### src/rtl/arm_mem_pkg.sv
// Shared definitions for the MEM-stage SRAM controller: FSM state encoding,
// default address-map constants and the CPU-address to SRAM-word mapping.
package arm_mem_pkg;

    localparam logic [31:0] DEFAULT_BASE_ADDR   = 32'd1024;
    localparam int          DEFAULT_SRAM_ADDR_W = 18;

    // Phase counter width; large enough for the longest legal phase (15 clocks).
    localparam int CNT_W = 4;

    typedef enum logic [1:0] {
        IDLE = 2'd0,
        LO   = 2'd1,
        HI   = 2'd2,
        DONE = 2'd3
    } state_t;

    // Full-width word index of a CPU byte address; callers keep the low bits
    // they need, which gives the modulo-SRAM-size wrap for free.
    function automatic logic [31:0] sram_word_index(input logic [31:0] address,
                                                    input logic [31:0] base_addr);
        return (address - base_addr) >> 2;
    endfunction

endpackage

### src/rtl/sram_phase_timer.sv
// Cycle counter for one 16-bit SRAM phase. Flags the final clock of the phase
// and restarts from zero whenever a new phase begins or the FSM is not in a phase.
module sram_phase_timer
    import arm_mem_pkg::*;
#(
    parameter int WAIT_CYCLES = 5
) (
    input  logic clk,
    input  logic rst,
    input  logic start,
    input  logic run,
    output logic last_cycle
);

    localparam logic [CNT_W-1:0] LAST_CNT = CNT_W'(WAIT_CYCLES - 1);

    logic [CNT_W-1:0] cnt;

    // Count up while a phase runs; wrap to zero at phase end, on start or when idle.
    always_ff @(posedge clk or posedge rst) begin
        if (rst) begin
            cnt <= '0;
        end else if (start || !run || last_cycle) begin
            cnt <= '0;
        end else begin
            cnt <= cnt + CNT_W'(1);
        end
    end

    assign last_cycle = run && (cnt == LAST_CNT);

endmodule

### src/rtl/sram_controller.sv
// Word-to-halfword SRAM responder for the pipeline MEM stage. Each 32-bit
// request becomes two WAIT_CYCLES-long accesses (low half, then high half) on
// an asynchronous 16-bit SRAM; ready stays low while an access is in flight.
// Optional build macro SRAM_ADDR_CHECK_EN: reject misaligned/out-of-range
// requests in IDLE and flag them on err in the completing DONE cycle.
module sram_controller
    import arm_mem_pkg::*;
#(
    parameter int          WAIT_CYCLES = 5,
    parameter logic [31:0] BASE_ADDR   = DEFAULT_BASE_ADDR,
    parameter int          SRAM_ADDR_W = DEFAULT_SRAM_ADDR_W
) (
    input  logic                   clk,
    input  logic                   rst,
    input  logic                   wr_en,
    input  logic                   rd_en,
    input  logic [31:0]            address,
    input  logic [31:0]            write_data,
    output logic [31:0]            read_data,
    output logic                   ready,
    output logic [SRAM_ADDR_W-1:0] sram_addr,
    output logic [15:0]            sram_dq_out,
    input  logic [15:0]            sram_dq_in,
    output logic                   sram_dq_oe,
    output logic                   sram_we_n,
    output logic                   err
);

    localparam int WORD_W = SRAM_ADDR_W - 1;

    state_t state;
    state_t next_state;

    logic              req;
    logic              addr_bad;
    logic              accept;
    logic              last_cycle;
    logic              timer_start;
    logic              timer_run;
    logic [WORD_W-1:0] req_word;

    logic              op_write;
    logic [WORD_W-1:0] word_q;
    logic [31:0]       wdata_q;
    logic [15:0]       lo_q;

    assign req      = wr_en | rd_en;
    assign req_word = WORD_W'(sram_word_index(address, BASE_ADDR));

`ifdef SRAM_ADDR_CHECK_EN
    assign addr_bad = (address[1:0] != 2'b00)
                   || (address < BASE_ADDR)
                   || ((sram_word_index(address, BASE_ADDR) >> WORD_W) != 32'd0);
`else
    assign addr_bad = 1'b0;
`endif

    assign accept      = (state == IDLE) && req && !addr_bad;
    assign timer_run   = (state == LO) || (state == HI);
    assign timer_start = accept || ((state == LO) && last_cycle);

    sram_phase_timer #(
        .WAIT_CYCLES (WAIT_CYCLES)
    ) u_timer (
        .clk        (clk),
        .rst        (rst),
        .start      (timer_start),
        .run        (timer_run),
        .last_cycle (last_cycle)
    );

    // State register; reset aborts any access in flight straight to IDLE.
    always_ff @(posedge clk or posedge rst) begin
        if (rst) begin
            state <= IDLE;
        end else begin
            state <= next_state;
        end
    end

    // Next-state logic: IDLE -> LO -> HI -> DONE -> IDLE, or IDLE -> DONE on a rejected request.
    always_comb begin
        next_state = state;
        case (state)
            IDLE: begin
                if (req) begin
                    next_state = addr_bad ? DONE : LO;
                end
            end
            LO: begin
                if (last_cycle) begin
                    next_state = HI;
                end
            end
            HI: begin
                if (last_cycle) begin
                    next_state = DONE;
                end
            end
            DONE: begin
                next_state = IDLE;
            end
            default: begin
                next_state = IDLE;
            end
        endcase
    end

    // Capture the request when it is accepted; write wins when both strobes are high.
    always_ff @(posedge clk or posedge rst) begin
        if (rst) begin
            op_write <= 1'b0;
            word_q   <= '0;
            wdata_q  <= '0;
        end else if (accept) begin
            op_write <= wr_en;
            word_q   <= req_word;
            wdata_q  <= write_data;
        end
    end

    // Sample SRAM read data on each phase's last clock; the low half waits in a
    // shadow register so read_data only changes when the whole read completes.
    always_ff @(posedge clk or posedge rst) begin
        if (rst) begin
            lo_q      <= '0;
            read_data <= '0;
        end else if (!op_write && last_cycle) begin
            if (state == LO) begin
                lo_q <= sram_dq_in;
            end else if (state == HI) begin
                read_data <= {sram_dq_in, lo_q};
            end
        end
    end

`ifdef SRAM_ADDR_CHECK_EN
    logic err_q;

    // Remember whether the request taken in IDLE was rejected; shown only in DONE.
    always_ff @(posedge clk or posedge rst) begin
        if (rst) begin
            err_q <= 1'b0;
        end else if ((state == IDLE) && req) begin
            err_q <= addr_bad;
        end
    end

    assign err = err_q && (state == DONE);
`else
    assign err = 1'b0;
`endif

    // Bus and handshake outputs: strobe low for all but the last clock of a write phase.
    always_comb begin
        ready       = 1'b0;
        sram_addr   = {word_q, 1'b0};
        sram_dq_out = 16'h0000;
        sram_dq_oe  = 1'b0;
        sram_we_n   = 1'b1;
        case (state)
            IDLE: begin
                ready = !wr_en && !rd_en;
            end
            LO: begin
                if (op_write) begin
                    sram_dq_oe  = 1'b1;
                    sram_dq_out = wdata_q[15:0];
                    sram_we_n   = last_cycle;
                end
            end
            HI: begin
                sram_addr = {word_q, 1'b1};
                if (op_write) begin
                    sram_dq_oe  = 1'b1;
                    sram_dq_out = wdata_q[31:16];
                    sram_we_n   = last_cycle;
                end
            end
            DONE: begin
                ready = 1'b1;
            end
            default: begin
                ready = 1'b0;
            end
        endcase
    end

endmodule
### config.mk
export PLATFORM = sky130hd
export DESIGN_NAME = sram_controller
export DESIGN_NICKNAME = d
export VERILOG_FILES = /design/src/rtl/arm_mem_pkg.sv /design/src/rtl/sram_phase_timer.sv /design/src/rtl/sram_controller.sv
export SDC_FILE = /design/constraint.sdc
export NUM_CORES = 1
export LEC_CHECK = 0
export CORE_ASPECT_RATIO = 1.1
export CORE_MARGIN = 1.5
export CORE_UTILIZATION = 47
export CTS_BUF_LIST = sky130_fd_sc_hd__clkbuf_8
export CTS_CLUSTER_SIZE = 14
export DETAILED_ROUTE_END_ITERATION = 6
export PLACE_DENSITY = 0.91
export SYNTH_ARGS = -nofsm -noshare
export SYNTH_HDL_FRONTEND = slang
export SYNTH_SLANG_ARGS = --single-unit
### constraint.sdc
create_clock -name clk -period 3.8 [get_ports clk]
set_clock_uncertainty 0.1 [all_clocks]
set_input_delay 0.76 -clock clk [delete_from_list [all_inputs] [get_ports clk]]
set_output_delay 0.76 -clock clk [all_outputs]
set_load 0.01 [all_outputs]
==> results of run 1 <==
final cells by class:
class / instances / area (µm²) / share of cell area, %
flip-flops and latches: 104 / 2600 / 42.3
clock inverters: 7 / 81.3 / 1.32
multi-input cells: 278 / 1730 / 28.1
clock buffers: 9 / 124 / 2.01
well taps: 117 / 146 / 2.38
inverters: 10 / 40.0 / 0.651
repair buffers: 144 / 1420 / 23.2
report_power, final:
| group | leakage, nW | internal, mW | switching, mW | total, mW |
|---|---|---|---|---|
| sequential | 1.25 | 1.48 | 0.218 | 1.70 |
| combinational | 1.37 | 0.812 | 0.851 | 1.66 |
| clock | 0.104 | 0.266 | 0.429 | 0.695 |
| total | 2.72 | 2.56 | 1.50 | 4.06 |
state kept, by name (all words and copies together), names as in the netlist:
signal / flops
wdata_q: 32
state: 2
u_timer.cnt: 4
read_data: 32
op_write: 1
word_q: 17
lo_q: 16
cell usage in the layout (no fill, tap or decap), types with 3 or more instances in the layout:
| cell | n |
|---|---|
| clkbuf_8 | 9 |
| a31oi_1 | 4 |
| or3_1 | 4 |
| clkdlybuf4s50_1 | 137 |
| a21oi_1 | 3 |
| nor2_1 | 25 |
| dfrtp_1 | 104 |
| o21ai_0 | 5 |
| inv_6 | 3 |
| buf_4 | 7 |
| nand2_1 | 133 |
| mux2_2 | 46 |
| a22oi_1 | 16 |
| ha_1 | 9 |
| inv_1 | 9 |
worst paths after layout:
path / from / end
max: state[1] / sram_dq_out[5]
min: word_q[1] / word_q[1]
max reg2reg: state[1] / lo_q[11]
min reg2reg: word_q[1] / word_q[1]
max in group asynchronous: rst / wdata_q[17]
min in group asynchronous: rst / wdata_q[9]
worst max-delay path, stage by stage, from the launching register on:
cell and delay (ps):
dfrtp_1 450, inv_1 110, ha_1 420, nand2_1 450
nor2_1 270, clkdlybuf4s50_1 560
logic make-up (layout without fill, tap and decap cells):
kind of cell	count (synthesis)	after routing	synth area share, %
flops	104	104	58.4
xor+xnor	1	1	0.197
simple gates	181	181	17.7
buf+inv	30	170	3.03
other cells	1	1	0.0841
fa+ha+maj	9	9	2.53
mux	49	49	12.4
compound gates	37	37	5.67
through the flow:
step | util (%) | cell area, µm² | hold WS [ps]
after floorplan | - | 4460 | 346
after global placement | 63.9 | 5940 | 356
after detailed placement | 63.9 | 5940 | 363
after CTS | 66.1 | 6150 | 391
after global routing | 66.1 | 6150 | 403
final | 66.1 | 6150 | 388
metal layers:
layer / GRT usage [%] / vias to the layer above
met2: 33.9 / 119
li1: - / 1636
met5: 0 / -
met4: 6.62 / 0
met3: 6.33 / 8
met1: 26.7 / 1650
==> results by group, run 1 <==
Floorplan
  – Top Ports: between 150 and 200
  – Die area: 10100 µm²
  – Core Rows: 37
  – Starting Density: 47.9%
  – Core area: 9310 µm²
  – Die Span Y: 105 µm
  – Die width: approximately 96 µm

STA
  – Setup TNS: 0 ps
  – Final setup viols: 0
  – Fmax: around 0.29 GHz
  – Setup WS post-layout: 318 ps
  – Final min period: 3480 ps
  – RSZ-0062 raised after global routing: false
  – Relative slew slack: between 40% and 50%
  – Final Cycle Share: between 90% and 100%
  – Max Transition Viols Final: 0
  – Worst Max-Slew Pin Slew: 833 ps
  – Hold Fails Final Rpt: 0

Setup path
  – R2R depth: 5
  – CP Data Required Time: ~2900 ps
  – CP Class: reg -> out
  – Crit path capture type: output port
  – Internal reg-to-reg setup slack: roughly 1300 ps
  – Crit-path max FO: 17
  – Startpoint types: flop
  – Crit path DAT: between 2000 and 3000 ps

Route
  – DRC violations left: 0
  – Highest routed layer: met4
  – 1st-iter DRT viols: 111
  – Met3 WL: about 680 µm
  – Antenna-violating nets left: 0
  – DR vias/cell: 5.10
  – WL/cell: around 15 µm
  – Post-Route WL: 9.97 mm
  – DR pass1 iterations: 4
  – WL met2: approximately 4.8 mm
  – M1 WL: about 4.4 mm
  – Via count: between 3k and 4k

Pwr
  – Maximum VDD drop: between 0.0005 and 0.0006 V
  – Leakage Power: 2.72 nW
  – Power per cell area: approximately 660 nW/µm²
  – Total power: between 4 and 5 mW

Synth
  – Avg Inst Size Synth: 10.8 µm²
  – Count of yosys warnings during synthesis: 0
  – Ys flop type: dfrtp_1
  – Post-synth EDFFs: 0
  – Area contributors post-synth: dfrtp_1 (58%), mux2_2 (12%), nand2_1 (11%), a22oi_1 (2.7%), ha_1 (2.5%)
  – Syn Inst Count: approximately 410
  – Cell with the most instances after synthesis: nand2_1
  – Distinct cells, synth: 38
  – Synth top cells by count: nand2_1 (133), dfrtp_1 (104), mux2_2 (46)
  – Net Count, Synth: 505
  – Top-area cell type share of the netlist area: between 50% and 60%
  – Mapped cell area: between 4000 and 5000 µm²
  – Post-synthesis sequential area ratio: roughly three fifths
  – Synth async-reset ratio: 100%
  – Flops & latches, synth: approximately 100
  – Synth area leader: dfrtp_1

Finish
  – Number of inserted diodes: 0
  – Nets: 640
  – Fill cell count: around 690
  – Share of cells above drive strength 1: between 10% and 20%
  – Area grow syn2layout: 38.0%
  – Non-Filler Instances: about 670

CTS
  – CTS tree: built
  – Hold Buf Count CTS: 0
  – # resized after CTS: 0
  – Root Buffer: clkbuf_8
  – Clock latency on the worst-skew pair: ~360 ps
  – CTS H-Tree Depth: 3
  – Clock buffer depth: 2
  – Num CTS Buffers: 9
  – Post-CTS Setup Bufs: 0
  – TritonCTS Sinks: 104
  – Worst-path clk slew: about 100 ps

Global routing
  – Pin count of the biggest net entering global routing: 65
  – Vias in the first global route: ~3.6k
  – All-Layer GR Usage: a little over a fifth
  – Initial antenna violation count: 0
  – First-pass GRT wire length: 16.5 mm
  – Remaining global-route overflow: 0

Placement
  – Inst Count DP: 653
  – Post-place setup slack: between 400 and 500 ps
  – Final GP Congestion: approximately 0.78
  – DP HPWL: around 7.2 mm
  – Port Buffers: approximately 140

Job
  – Max cap viols: 0

Run status
  – Status: complete, no violations

Hold path
  – HP Class: reg -> reg
  – Hold path depth: 2
Note: power is estimated with default switching activity, not from simulation.
==> inputs of run 2 (changes only) <==
PLACE_DENSITY = unset   (was 0.91)
PLACE_DENSITY_LB_ADDON = 0.15   (was unset)
==> run 2 against run 1 <==
  * First-iteration DRC count is 13% lower
  * Sequential power hardly changed
  * Non-clock buffer count stayed put
  * Sequential share of layout area grew 0.12 points
  * Highest routed layer unchanged
==> results by group, run 2 (synthesis results as in run 1) <==
Run status
  – Status: complete, no violations

Hold path
  – Hold endpoint: wdata_q[28]
  – Hold Startpoint: wdata_q[28]
  – HP Class: reg -> reg
  – Hold path depth: 2

CTS
  – Num CTS Buffers: 9
  – # resized after CTS: 0
  – CTS H-Tree Depth: 3
  – Clock latency on the worst-skew pair: 360 ps
  – Root Buffer: clkbuf_8
  – Post-CTS Setup Bufs: 0
  – Clock buffer depth: 2
  – Worst-path clk slew: 110 ps
  – CTS tree: built
  – TritonCTS Sinks: between 100 and 150
  – Hold Buf Count CTS: 0

Floorplan
  – Top Ports: 154
  – Starting Density: ~48%
  – Core Rows: 37
  – Die width: approximately 96 µm
  – Die area: around 10000 µm²
  – Core area: slightly above 9000 µm²
  – Die Span Y: 105 µm

Finish
  – Non-Filler Instances: ~670
  – Share of cells above drive strength 1: around 14%
  – Area grow syn2layout: 37.6%
  – Most frequent cells in the layout: clkdlybuf4s50_1 (137), nand2_1 (133), dfrtp_1 (104)
  – Number of inserted diodes: 0
  – Most common cell after layout, fill and taps aside: clkdlybuf4s50_1
  – Regs by FF count: read_data (32), wdata_q (32), word_q (17)
  – Nets: 640
  – Fill cell count: 777

Global routing
  – First-pass GRT wire length: between 15 and 20 mm
  – Remaining global-route overflow: 0
  – All-Layer GR Usage: around a fifth
  – Initial antenna violation count: 0
  – Pin count of the biggest net entering global routing: 57
  – Vias in the first global route: ~3.5k

Setup path
  – Crit-path max cell delay: approximately 570 ps
  – Internal reg-to-reg setup slack: about 1400 ps
  – CP Data Required Time: between 2000 and 3000 ps
  – R2R depth: 5
  – Slowest stage cell, crit path: clkdlybuf4s50_1
  – Crit-path max FO: 17
  – Reg2reg start: state[1]
  – Startpoint types: flop
  – Crit-path cells: inv_1, ha_1, nand2_1, nor2_1, clkdlybuf4s50_1
  – Crit path DAT: 2700 ps
  – CP Class: reg -> out
  – Crit path capture type: output port
  – RR Endpoint: lo_q[1]

Placement
  – Final GP Congestion: a little under 0.8
  – Port Buffers: between 100 and 150
  – DP HPWL: around 7.0 mm
  – Inst Count DP: ~650

STA
  – Worst Max-Slew Pin Slew: 800 ps
  – Relative slew slack: around 47%
  – Final min period: ~3600 ps
  – Final setup viols: 0
  – Max Transition Viols Final: 0
  – Hold Fails Final Rpt: 0
  – RSZ-0062 raised after global routing: false
  – Setup TNS: 0 ps
  – Fmax: between 0.2 and 0.3 GHz
  – Final Cycle Share: a little over nine tenths

Route
  – 1st-iter DRT viols: 97
  – Via count: 3418
  – DRC violations left: 0
  – DR vias/cell: between 5 and 6
  – Antenna-violating nets left: 0
  – WL/cell: roughly 15 µm
  – Post-Route WL: just under 10 mm
  – DR pass1 iterations: 4

Pwr
  – P_int: roughly 2.5 mW
  – Leakage Power: ~2.7 nW
  – Clk pwr share: between 10% and 20%
  – Power per cell area: about 660 nW/µm²
  – Maximum VDD drop: around 0.00033 V
  – Logic pwr share: 41.2%
  – Switching Fraction: 36.6%
  – Register share of total power: about 43%
  – Switching power: about 1.5 mW

Job
  – Max cap viols: 0
[run 2: changes by cell type in the layout (fill, tap and decap cells not counted)]
cell | before | now
inv_6 | 3 | 2
clkinv_8 | 2 | 0
o21a_2 | 0 | 1
o21a_1 | 2 | 1
clkinv_2 | 0 | 1
clkinv_4 | 0 | 2
[run 2: power groups by stage]
stage          registers [mW]  clock network [mW]  logic, mW
2_1_floorplan            1.75                   0      0.869
6_report                 1.71               0.656       1.66
3_3_place_gp             1.70                   0       1.62
3_5_place_dp             1.72                   0       1.68
4_1_cts                  1.71               0.680       1.68
5_1_grt                  1.75               0.723       1.84
[run 2: final cells by class]
type                            count  area (µm²)  area share, %
Tap cell                          117         146           2.39
Clock inverter                      7        62.6           1.02
Sequential cell                   104        2600           42.4
Timing Repair Buffer              144        1420           23.2
Multi-Input combinational cell    278        1730           28.2
Inverter                           10        40.0          0.653
Clock buffer                        9         124           2.02
[run 2: worst max-delay path, delay by kind of cell (launching register included)]
kind,cells,cell delay (ps)
adder cells (fa/ha/maj),1,430
AND/OR/NAND/NOR,2,780
buffers and inverters,2,680
flip-flops,1,430
[run 2: worst max path at each step]
stage | startpoint | endpoint | slack, ps
after floorplan | rst | lo_q[0] | 210
after global routing | state[0] | sram_dq_out[11] | 70
after CTS | state[1] | sram_dq_out[6] | 210
after global placement | rd_en | ready | 620
after detailed placement | rd_en | ready | 580
final | state[0] | sram_dq_out[6] | 240
[run 2: metrics by stage]
stage	utilization, %	worst slack (ps)	instance area, µm²	hold slack (ps)	power [mW]
final	65.9	239	6130	387	4.02
after global routing	65.9	69.8	6130	414	4.31
after CTS	65.9	211	6130	388	4.07
after detailed placement	63.9	584	5940	362	3.40
after global placement	63.9	619	5940	356	3.32
after floorplan	-	208	4460	346	2.62
[run 2: metal layers]
metal / track usage (%) / vias up / wire [µm] / part of all wire (%)
met1: 26.4 / 1669 / 4320 / 44
li1: - / 1641 / - / -
met4: 7.88 / 0 / 69 / 0.70
met2: 32.4 / 102 / 4860 / 49
met5: 0 / - / 0 / 0
met3: 5.90 / 6 / 654 / 6.6
==> inputs of run 3 (changes only) <==
CELL_PAD_IN_SITES_DETAIL_PLACEMENT = 0   (was unset)
CELL_PAD_IN_SITES_GLOBAL_PLACEMENT = 1   (was unset)
CORE_UTILIZATION = 35   (was 47)
==> run 3 against run 2 <==
  * Cell area increased by 0.82%
  * Sequential share of layout area decreased by 0.34 points
  * Via count decreased by 1.9%
  * Sequential cell count unchanged
  * Critical path type unchanged
  * Largest power group unchanged
==> results by group, run 3 (synthesis results as in run 1) <==
Finish
  – Most frequent cells in the layout: clkdlybuf4s50_1 (137), nand2_1 (132), dfrtp_1 (104)
  – Nets: 640
  – Utilization after layout: between 40 and 50%
  – Regs by FF count: read_data (32), wdata_q (32), word_q (17)
  – Number of inserted diodes: 0
  – Fill cell count: about 1.2k
  – Most common cell after layout, fill and taps aside: clkdlybuf4s50_1
  – Area grow syn2layout: 38.7%
  – Share of cells above drive strength 1: 14.0%
  – Non-Filler Instances: 708

Setup path
  – CP Class: reg -> out
  – Startpoint types: flop
  – R2R depth: 5
  – Crit path DAT: 2600 ps
  – Crit-path cells: inv_1, ha_1, a22oi_1, nor2_1, clkdlybuf4s50_1
  – Slowest stage cell, crit path: ha_1
  – CP startpoint: state[1]
  – CP Data Required Time: 2940 ps
  – Crit-path max FO: 19
  – Crit path capture: sram_dq_out[7]
  – RR Endpoint: lo_q[2]
  – Internal reg-to-reg setup slack: about 1300 ps
  – Reg2reg start: state[1]
  – Crit path capture type: output port
  – Crit-path max cell delay: about 740 ps

Route
  – DR pass1 iterations: 4
  – Antenna-violating nets left: 0
  – 1st-iter DRT viols: 190
  – WL/cell: ~15 µm
  – DRC violations left: 0
  – Post-Route WL: approximately 10 mm
  – Via count: 3352
  – DR vias/cell: roughly 4.7

Global routing
  – Vias in the first global route: 3512
  – Remaining global-route overflow: 0
  – First-pass GRT wire length: 17.4 mm
  – Pin count of the biggest net entering global routing: 54
  – All-Layer GR Usage: around 16%
  – Initial antenna violation count: 0

CTS
  – CTS tree: built
  – # resized after CTS: 0
  – Num CTS Buffers: 9
  – Post-CTS Setup Bufs: 0
  – Clock buffer depth: 2
  – Hold Buf Count CTS: 0
  – Worst-path clk slew: approximately 100 ps
  – TritonCTS Sinks: between 100 and 150
  – CTS H-Tree Depth: 3
  – Clock latency on the worst-skew pair: 360 ps
  – Root Buffer: clkbuf_8

STA
  – Worst Max-Slew Pin Slew: around 900 ps
  – Final min period: about 3500 ps
  – Final setup viols: 0
  – Setup TNS: 0 ps
  – Fmax: approximately 0.29 GHz
  – Max Transition Viols Final: 0
  – Final Cycle Share: roughly 91%
  – Hold Fails Final Rpt: 0
  – Relative slew slack: about two fifths
  – RSZ-0062 raised after global routing: false

Pwr
  – Maximum VDD drop: between 0.0002 and 0.0003 V
  – Clk pwr share: 15.6%
  – Leakage Power: ~2.7 nW
  – Logic pwr share: 41.9%
  – Power per cell area: roughly 650 nW/µm²
  – Switching Fraction: approximately 36%
  – P_int: 2.55 mW
  – Register share of total power: about 42%
  – Switching power: ~1.4 mW

Placement
  – DP HPWL: roughly 7.1 mm
  – Final GP Congestion: between 0.7 and 0.8
  – Port Buffers: about 140
  – Inst Count DP: around 700

Floorplan
  – Top Ports: around 150
  – Die area: about 13000 µm²
  – Core area: 12500 µm²
  – Starting Density: 35.6%
  – Die Span Y: 121 µm
  – Die width: 111 µm
  – Core Rows: 43

Run status
  – Status: complete, no violations

Job
  – Max cap viols: 0

Hold path
  – HP Class: reg -> reg
run 3: cell count changes in the layout (fill, tap and decap cells not counted):
cell,change
buf_12,+1
inv_8,-2
nand2_1,-1
nand2_2,+1
inv_1,+1
buf_4,-1
clkinv_4,-1
clkbuf_8,+1
inv_6,-1
clkinvlp_4,+1
run 3: worst min-delay path by stage:
stage	startpoint	slack [ps]	depth (start not counted)	to
finish	word_q[3]	380	2	word_q[3]
global route	wdata_q[18]	410	2	wdata_q[18]
CTS	wdata_q[11]	390	2	wdata_q[11]
detailed placement	wdata_q[18]	360	2	wdata_q[18]
global placement	word_q[3]	360	2	word_q[3]
floorplan	wdata_q[10]	350	2	wdata_q[10]
run 3: power by group through the flow:
| stage | Sequential (mW) | Clock (mW) | Combinational [mW] |
|---|---|---|---|
| 5_1_grt | 1.75 | 0.706 | 1.88 |
| 3_5_place_dp | 1.72 | 0 | 1.70 |
| 3_3_place_gp | 1.70 | 0 | 1.67 |
| 4_1_cts | 1.70 | 0.662 | 1.71 |
| 2_1_floorplan | 1.75 | 0 | 0.869 |
| 6_report | 1.70 | 0.625 | 1.68 |
run 3: through the flow:
stage / setup slack [ps] / hold WS, ps / total power [mW] / area (µm²)
floorplan: 208 / 346 / 2.62 / 4460
global placement: 559 / 358 / 3.38 / 6010
detailed placement: 533 / 363 / 3.42 / 6010
CTS: 104 / 387 / 4.07 / 6180
global route: 143 / 409 / 4.33 / 6180
finish: 343 / 382 / 4.00 / 6180
run 3: metal layers:
| metal | up-vias | wire length [µm] | track usage [%] | part of all wire [%] |
|---|---|---|---|---|
| met4 | 0 | 165 | 7.13 | 1.6 |
| li1 | 1632 | - | - | - |
| met2 | 93 | 4900 | 26.5 | 47 |
| met5 | - | 0 | 0 | 0 |
| met3 | 11 | 562 | 4.00 | 5.4 |
| met1 | 1616 | 4770 | 21.2 | 46 |
run 3: critical path: cells and delay by family, from the launching register on:
family | cells | cell delay [ps]
and+or+nand+nor | 1 | 160
adders and majority gates | 1 | 740
AOI/OAI and AO/OA | 1 | 200
buffers and inverters | 2 | 680
DFF | 1 | 450
run 3: area by class of cell:
type                    instances  area [µm²]  area share (%)
multi-input cells             278        1730            28.1
inverters                      10        40.0           0.648
clock buffers                  10         138            2.23
repair buffers                144        1440            23.2
flip-flops and latches        104        2600            42.1
clock inverters                 5        33.8           0.547
well taps                     157         196            3.18
